--- config.mk ---
export PLATFORM = sky130hd
export DESIGN_NAME = scc_register_bank_flat
export DESIGN_NICKNAME = d
export VERILOG_FILES = /design/src/rtl/scc_register_bank_if.sv /design/src/rtl/scc_register_bank.sv /design/src/flat_wrapper.sv
export SDC_FILE = /design/constraint.sdc
export NUM_CORES = 1
export LEC_CHECK = 0
export BUFFER_PORTS_ARGS = -buffer_cell sky130_fd_sc_hd__buf_2
export CAP_MARGIN = 20
export CORE_MARGIN = 3
export CORE_UTILIZATION = 25
export DETAILED_ROUTE_END_ITERATION = 16
export SLEW_MARGIN = 20
export SYNTH_ARGS = -nofsm -noshare
export SYNTH_HDL_FRONTEND = slang
export SYNTH_SLANG_ARGS = --single-unit
--- constraint.sdc ---
create_clock -name clk -period 4.1 [get_ports clk]
set_input_delay 0.41 -clock clk [delete_from_list [all_inputs] [get_ports clk]]
set_output_delay 0.41 -clock clk [all_outputs]
set_load 0.05 [all_outputs]
--- src/rtl/scc_register_bank_if.sv ---
// Bus-side port bundle of the SCC register bank: CPU access strobe, address/data
// and the completion/busy indications returned by the bank.
//
// Handshake: the master raises req for exactly one clk with wr/address/wrdata
// stable in that cycle. The slave samples req only while busy=0. Every accepted
// req yields exactly one ready pulse of one clk; rddata is valid only in that
// cycle and reads 0 otherwise. A req presented while busy=1 is dropped, no ready.
interface scc_register_bank_if;
    logic       req;
    logic       wr;
    logic [8:0] address;
    logic [7:0] wrdata;
    logic [7:0] rddata;
    logic       ready;
    logic       busy;

    modport master (
        output req, wr, address, wrdata,
        input  rddata, ready, busy
    );

    modport slave (
        input  req, wr, address, wrdata,
        output rddata, ready, busy
    );
endinterface

--- src/rtl/scc_register_bank.sv ---
// SCC register bank: decodes CPU accesses into per-channel tone registers
// (frequency, volume, enable mask, mode) and an arbitrated wave-RAM port.
// Control accesses complete in one clk; wave-RAM accesses run through a small
// FSM that waits for the clock-enable strobe, fires one SRAM strobe and, for
// reads, waits for sram_q_en with a bounded timeout. The tone generator reads
// the registers of the channel it names on 'active' with one clk of latency.
module scc_register_bank #(
    parameter int NUM_CH  = 5,
    parameter int FREQ_W  = 12,
    parameter int VOL_W   = 4,
    parameter int TIMEOUT = 15
) (
    input  logic                clk,
    input  logic                nreset,
    input  logic                enable,
    scc_register_bank_if.slave  bus,
    output logic [2:0]          sram_id,
    output logic [4:0]          sram_a,
    output logic [7:0]          sram_d,
    output logic                sram_oe,
    output logic                sram_we,
    input  logic [7:0]          sram_q,
    input  logic                sram_q_en,
    input  logic [2:0]          active,
    output logic [FREQ_W-1:0]   freq,
    output logic [VOL_W-1:0]    volume,
    output logic                ch_enable,
    output logic                wave_reset,
    output logic [NUM_CH-1:0]   clear_counter,
    output logic [2:0]          fsm_state
);

    typedef enum logic [2:0] {
        S_IDLE   = 3'd0,
        S_ISSUE  = 3'd1,
        S_STROBE = 3'd2,
        S_WAIT   = 3'd3,
        S_DONE   = 3'd4
    } state_t;

    state_t              state;
    logic                wr_q;
    logic [7:0]          tmo_cnt;

    logic [FREQ_W-1:0]   freq_q [NUM_CH];
    logic [VOL_W-1:0]    vol_q  [NUM_CH];
    logic [NUM_CH-1:0]   en_q;
    logic [7:0]          mode_q;

    logic                accept;
    logic                is_ctrl;
    logic [5:0]          offset;
    logic                wave_ch_ok;
    logic                ctrl_wr;
    logic [7:0]          ctrl_rdata;

    // Request qualification: a req counts only while no wave access is in flight.
    always_comb begin
        accept     = bus.req && !bus.busy;
        is_ctrl    = bus.address[8];
        offset     = bus.address[5:0];
        wave_ch_ok = int'(bus.address[7:5]) < NUM_CH;
        ctrl_wr    = accept && is_ctrl && bus.wr;
    end

    // Control readback mux; unmapped offsets read 0xFF, unused bits read 0.
    always_comb begin
        ctrl_rdata = 8'hFF;
        for (int c = 0; c < NUM_CH; c++) begin
            if (int'(offset) == 2*c)
                ctrl_rdata = freq_q[c][7:0];
            if (int'(offset) == 2*c + 1)
                ctrl_rdata = 8'(freq_q[c][FREQ_W-1:8]);
            if (int'(offset) == 2*NUM_CH + c)
                ctrl_rdata = 8'(vol_q[c]);
        end
        if (int'(offset) == 3*NUM_CH)
            ctrl_rdata = 8'(en_q);
        if (int'(offset) == 3*NUM_CH + 1)
            ctrl_rdata = mode_q;
    end

    // Control register writes, plus a one-clk counter-clear pulse per freq write.
    always_ff @(posedge clk) begin
        if (!nreset) begin
            for (int c = 0; c < NUM_CH; c++) begin
                freq_q[c] <= '0;
                vol_q[c]  <= '0;
            end
            en_q          <= '0;
            mode_q        <= '0;
            clear_counter <= '0;
        end else begin
            clear_counter <= '0;
            if (ctrl_wr) begin
                for (int c = 0; c < NUM_CH; c++) begin
                    if (int'(offset) == 2*c) begin
                        freq_q[c][7:0]   <= bus.wrdata;
                        clear_counter[c] <= 1'b1;
                    end
                    if (int'(offset) == 2*c + 1) begin
                        freq_q[c][FREQ_W-1:8] <= bus.wrdata[FREQ_W-9:0];
                        clear_counter[c]      <= 1'b1;
                    end
                    if (int'(offset) == 2*NUM_CH + c)
                        vol_q[c] <= bus.wrdata[VOL_W-1:0];
                end
                if (int'(offset) == 3*NUM_CH)
                    en_q <= bus.wrdata[NUM_CH-1:0];
                if (int'(offset) == 3*NUM_CH + 1)
                    mode_q <= bus.wrdata;
            end
        end
    end

    assign wave_reset = mode_q[5];

    // Access FSM: one-clk completion for control and invalid-channel wave
    // accesses; enable-paced single SRAM strobe with bounded read wait otherwise.
    // DONE already shows busy=0, so it accepts a new req exactly like IDLE.
    always_ff @(posedge clk) begin
        if (!nreset) begin
            state      <= S_IDLE;
            wr_q       <= 1'b0;
            tmo_cnt    <= '0;
            bus.busy   <= 1'b0;
            bus.ready  <= 1'b0;
            bus.rddata <= '0;
            sram_id    <= '0;
            sram_a     <= '0;
            sram_d     <= '0;
            sram_oe    <= 1'b0;
            sram_we    <= 1'b0;
        end else begin
            bus.ready  <= 1'b0;
            bus.rddata <= '0;
            sram_oe    <= 1'b0;
            sram_we    <= 1'b0;
            case (state)
                S_IDLE, S_DONE: begin
                    state <= S_IDLE;
                    if (accept) begin
                        if (is_ctrl) begin
                            bus.ready <= 1'b1;
                            if (!bus.wr)
                                bus.rddata <= ctrl_rdata;
                        end else if (!wave_ch_ok) begin
                            bus.ready <= 1'b1;
                            if (!bus.wr)
                                bus.rddata <= 8'hFF;
                        end else begin
                            state    <= S_ISSUE;
                            bus.busy <= 1'b1;
                            wr_q     <= bus.wr;
                            sram_id  <= bus.address[7:5];
                            sram_a   <= bus.address[4:0];
                            sram_d   <= bus.wrdata;
                        end
                    end
                end
                S_ISSUE: begin
                    if (enable) begin
                        state   <= S_STROBE;
                        sram_oe <= !wr_q;
                        sram_we <= wr_q;
                    end
                end
                S_STROBE: begin
                    if (wr_q) begin
                        state     <= S_DONE;
                        bus.ready <= 1'b1;
                        bus.busy  <= 1'b0;
                    end else begin
                        state   <= S_WAIT;
                        tmo_cnt <= '0;
                    end
                end
                S_WAIT: begin
                    if (sram_q_en) begin
                        state      <= S_DONE;
                        bus.ready  <= 1'b1;
                        bus.busy   <= 1'b0;
                        bus.rddata <= sram_q;
                    end else if (tmo_cnt == 8'(TIMEOUT - 1)) begin
                        state      <= S_DONE;
                        bus.ready  <= 1'b1;
                        bus.busy   <= 1'b0;
                        bus.rddata <= 8'hFF;
                    end else begin
                        tmo_cnt <= tmo_cnt + 8'd1;
                    end
                end
                default: state <= S_IDLE;
            endcase
        end
    end

    assign fsm_state = state;

    // Tone readout for the channel named by 'active'; all three fields share
    // one register stage so they stay aligned. Out-of-range channels read 0.
    always_ff @(posedge clk) begin
        if (!nreset) begin
            freq      <= '0;
            volume    <= '0;
            ch_enable <= 1'b0;
        end else begin
            freq      <= '0;
            volume    <= '0;
            ch_enable <= 1'b0;
            for (int c = 0; c < NUM_CH; c++) begin
                if (int'(active) == c) begin
                    freq      <= freq_q[c];
                    volume    <= vol_q[c];
                    ch_enable <= en_q[c];
                end
            end
        end
    end

endmodule

--- src/flat_wrapper.sv ---
// flat-port wrapper written by rule: the top's interface ports become plain ports
module scc_register_bank_flat 
#(
    parameter int NUM_CH  = 5,
    parameter int FREQ_W  = 12,
    parameter int VOL_W   = 4,
    parameter int TIMEOUT = 15
)
  (clk, nreset, enable, sram_id, sram_a, sram_d, sram_oe, sram_we, sram_q, sram_q_en, active, freq, volume, ch_enable, wave_reset, clear_counter, fsm_state, bus_req, bus_wr, bus_address, bus_wrdata, bus_rddata, bus_ready, bus_busy);
  scc_register_bank_if bus_i ();
  input  logic clk;
  input  logic nreset;
  input  logic enable;
  output logic [2:0] sram_id;
  output logic [4:0] sram_a;
  output logic [7:0] sram_d;
  output logic sram_oe;
  output logic sram_we;
  input  logic [7:0] sram_q;
  input  logic sram_q_en;
  input  logic [2:0] active;
  output logic [FREQ_W-1:0] freq;
  output logic [VOL_W-1:0] volume;
  output logic ch_enable;
  output logic wave_reset;
  output logic [NUM_CH-1:0] clear_counter;
  output logic [2:0] fsm_state;
  input wire logic [$bits(bus_i.req)-1:0] bus_req;
  input wire logic [$bits(bus_i.wr)-1:0] bus_wr;
  input wire logic [$bits(bus_i.address)-1:0] bus_address;
  input wire logic [$bits(bus_i.wrdata)-1:0] bus_wrdata;
  output wire logic [$bits(bus_i.rddata)-1:0] bus_rddata;
  output wire logic [$bits(bus_i.ready)-1:0] bus_ready;
  output wire logic [$bits(bus_i.busy)-1:0] bus_busy;
  assign bus_i.req = bus_req;
  assign bus_i.wr = bus_wr;
  assign bus_i.address = bus_address;
  assign bus_i.wrdata = bus_wrdata;
  assign bus_rddata = bus_i.rddata;
  assign bus_ready = bus_i.ready;
  assign bus_busy = bus_i.busy;
  scc_register_bank #(.NUM_CH(NUM_CH), .FREQ_W(FREQ_W), .VOL_W(VOL_W), .TIMEOUT(TIMEOUT)) u_core (.clk(clk), .nreset(nreset), .enable(enable), .bus(bus_i), .sram_id(sram_id), .sram_a(sram_a), .sram_d(sram_d), .sram_oe(sram_oe), .sram_we(sram_we), .sram_q(sram_q), .sram_q_en(sram_q_en), .active(active), .freq(freq), .volume(volume), .ch_enable(ch_enable), .wave_reset(wave_reset), .clear_counter(clear_counter), .fsm_state(fsm_state));
endmodule
==> flow_metrics.py <==
metrics = {
    "yosys": {
        "ys.warnings.count": 0,
        "ys_seq_area_frac": 0.542,
        "synth-main-ff-cell": "edfxtp_1",
        "syn_inst": 708,
        "synth-async-reset-ratio": 0,
        "avgSynthCellArea_um2": 10.2,
        "synth_edf_count": 80,
        "yosysTopAreaCell": "edfxtp_1",
        "synth_fp_nets": 744,
        "yosys-top-cells-area": "edfxtp_1 (33%), dfxtp_1 (21%), nand2_1 (5.5%)",
        "synth_cell_types": 73,
        "synth_area_um2": 7200,
        "ys_seq_elements": 155,
        "yosys.area.top_type_share": 0.334,
    },
    "status": {
        "status": "finished clean",
    },
    "global_route": {
        "grt_pass1_vias": 5800,
        "track_usage": 0.155,
        "grt_max_degree": 55,
        "grt_pass1_wl_mm": 36.3,
        "grt-ovfl-total": 0,
        "antenna_found_initial": 0,
    },
    "floorplan": {
        "rows": 61,
        "core-area_um2": 28100,
        "die_h_um": 176,
        "pin_count": 88,
        "die-area_um2": 30900,
        "start_util": 0.256,
        "fp.dieW_um": 176,
    },
    "placement": {
        "portBuffers": 87,
        "dp_slack_ns": 1.17,
        "dp_hpwl_mm": 17.7,
        "gp_congestion": 0.906,
    },
    "clock_tree": {
        "cts.sinks": 155,
        "cts_buffers": 17,
        "htreeDepth": 4,
        "clk_latency_ns": 0.43,
        "cts_buffer_depth": 2,
        "clkSlewWorstSetupHoldPaths_ns": 0.07,
        "post_cts_buffers": 0,
        "cts_tree": "built",
        "cts_hold_buf": 0,
        "clockRootBuffer": "clkbuf_16",
        "cts-resized-gates": 0,
    },
    "worst_setup_path": {
        "worstSetupEndpoint": "u_core.vol_q[1][1]$_DFFE_PP_",
        "start_kind": "flop",
        "startpoint": "u_core.bus.busy$_SDFFE_PN0P_",
        "crit_type": "reg -> reg",
        "crit_arrival_ns": 2.49,
        "r2r_slack_ns": 1.66,
        "end_kind": "flop",
        "crit_required_ns": 4.16,
        "critPathMaxFanout": 15,
        "worstReg2RegStart": "u_core.bus.busy$_SDFFE_PN0P_",
        "worstRegToRegCells": 3,
        "rr_endpoint": "u_core.vol_q[1][1]$_DFFE_PP_",
    },
    "sta": {
        "fmax_mhz": 411,
        "worst_pin_slew_ns": 0.957,
        "fin_crit_sh": 0.594,
        "maxSlewViolCount": 0,
        "clock_skew_ns": 0.00858,
        "setup_ws_ns": 1.66,
        "max_slew_margin": 0.361,
        "hold_slack_ns": 0.248,
        "final_hold_viol_count": 0,
        "rsz0062_at_grt": "no",
        "min_period_ns": 2.44,
        "final.setup.tns_ns": 0,
        "setup_viol": 0,
    },
    "power_and_ir_drop": {
        "powerDensity_nw_per_um2": 433,
        "internal_power_mw": 2.70,
        "sw_frac_of_total": 0.273,
        "leakagePower_nw": 3.16,
        "seq_power_share": 0.464,
        "ir_worst_vdd_uv": 260,
        "clockPowerShare": 0.429,
        "switchingPower_mw": 1.01,
        "comb_power_share": 0.107,
    },
    "job": {
        "cap_violations": 0,
    },
    "final_layout": {
        "post_route_cells_drive_above_1_share": 0.191,
        "nNetsFinal": 818,
        "area_delta_synth_final_pct": 19.0,
        "diodes": 0,
    },
    "min_path": {
        "worstHoldPathType": "in -> reg",
    },
    "detailed_routing": {
        "post-route-drc-count": 0,
        "wl_met2_mm": 10.6,
        "met1_length_mm": 10.8,
        "routedWlPerCell_um": 20.5,
        "dr_total_vias": 6130,
        "drt_iter0_drc": 773,
        "wl_met3_mm": 2.12,
        "viasPerCell": 5.23,
        "dr.max_layer_used": "met4",
        "ant_nets": 0,
        "first_pass_iters": 5,
        "routed_wl_mm": 24.1,
    },
}
-- logic make-up (layout without fill, tap and decap cells) --
logic type / Yosys count / in the layout / synth area share
flip-flops: 155 / 155 / 0.542
multiplexers: 29 / 29 / 0.0525
AND/OR/NAND/NOR: 259 / 259 / 0.177
adder cells (fa/ha/maj): 2 / 2 / 0.00347
buffers and inverters: 54 / 141 / 0.0344
XOR/XNOR: 6 / 6 / 0.00730
AO/OA/AOI/OAI: 203 / 203 / 0.183
-- critical path, cell delays in order (launching register included) --
cell,delay (ns)
dfxtp_1,0.34
nor2b_1,0.24
nand3_1,0.61
o31ai_1,0.87
-- registers in the layout (all words and copies together), names as in the netlist, 3 cells and up --
register and cells:
u_core.freq_q 60, u_core.vol_q 20, u_core.freq 12, u_core.bus.rddata 8, u_core.mode_q 8, u_core.sram_d 8
u_core.tmo_cnt 8, u_core.clear_counter 5, u_core.en_q 5, u_core.sram_a 5, u_core.volume 4, u_core.fsm_state 3
u_core.sram_id 3
-- per-layer routing --
layer	track usage	vias to the layer above
li1	-	2768
met3	0.0393	38
met4	0.0472	0
met1	0.224	2998
met5	0	-
met2	0.227	326
-- worst min-delay path by stage --
stage	start	end	slack (ns)	cells past startpoint
after floorplan	u_core.wr_q$_SDFFE_PN0P_	u_core.sram_oe$_SDFF_PN0_	0.43	1
after CTS	bus_address[6]	u_core.sram_id[1]$_SDFFE_PN0P_	0.23	3
after detailed placement	u_core.sram_d[0]$_SDFFE_PN0P_	u_core.sram_d[0]$_SDFFE_PN0P_	0.45	2
final	bus_address[6]	u_core.sram_id[1]$_SDFFE_PN0P_	0.25	3
after global placement	u_core.sram_id[2]$_SDFFE_PN0P_	u_core.sram_id[2]$_SDFFE_PN0P_	0.44	2
after global routing	bus_address[6]	u_core.sram_id[1]$_SDFFE_PN0P_	0.23	3
-- power by group through the flow --
stage	registers, mW	logic [mW]	clock network [mW]
after floorplan	1.82	0.193	0
after global placement	1.75	0.390	0
after detailed placement	1.75	0.391	0
after CTS	1.72	0.392	1.61
after global routing	1.72	0.424	1.69
final	1.72	0.397	1.59
-- placed cells by master, fill, tap and decap left out, drive strengths merged, types with 7 or more instances in the layout --
| cell | n |
|---|---|
| clkbuf | 19 |
| a22oi | 15 |
| a221o | 12 |
| mux2i | 22 |
| and3 | 11 |
| nor2 | 64 |
| o221ai | 10 |
| o21ai | 57 |
| mux4 | 7 |
| nor2b | 8 |
| nand3 | 12 |
| edfxtp | 80 |
| a21oi | 57 |
| dfxtp | 75 |
| and2 | 20 |
| buf | 94 |
| nand2 | 106 |
| o22ai | 7 |
| nor3 | 10 |
| inv | 24 |
-- per-stage QoR --
| stage | power [mW] | instances | instance area (um^2) | util |
|---|---|---|---|---|
| after floorplan | 2.01 | 708 | 7200 | - |
| after global placement | 2.14 | 1141 | 7980 | 0.284 |
| after detailed placement | 2.14 | 1141 | 7980 | 0.284 |
| after CTS | 3.72 | 1173 | 8570 | 0.305 |
| after global routing | 3.84 | 1173 | 8570 | 0.305 |
| final | 3.71 | 1173 | 8570 | 0.305 |
-- area by class of cell --
type,count,area [um^2]
well taps,378,473
inverters,15,56.3
clock buffers,19,464
repair buffers,94,488
flip-flops and latches,155,3900
clock inverters,13,125
multi-input cells,499,3060
fillers,2977,19500
-- synthesized netlist by cell type (7+ instances only) --
cell and instances:
buf_2 15, nor3_1 9, a22oi_1 15, o22ai_1 7, a221o_1 12, clkbuf_1 17
nor2_1 60, nand2_1 105, edfxtp_1 80, o221ai_1 10, o21ai_0 53, nor2b_1 8
and3_1 11, a21oi_1 56, dfxtp_1 75, mux4_2 7, and2_1 19, nand3_1 12
inv_1 13, mux2i_1 22
Power figures use the tool's default switching activity.
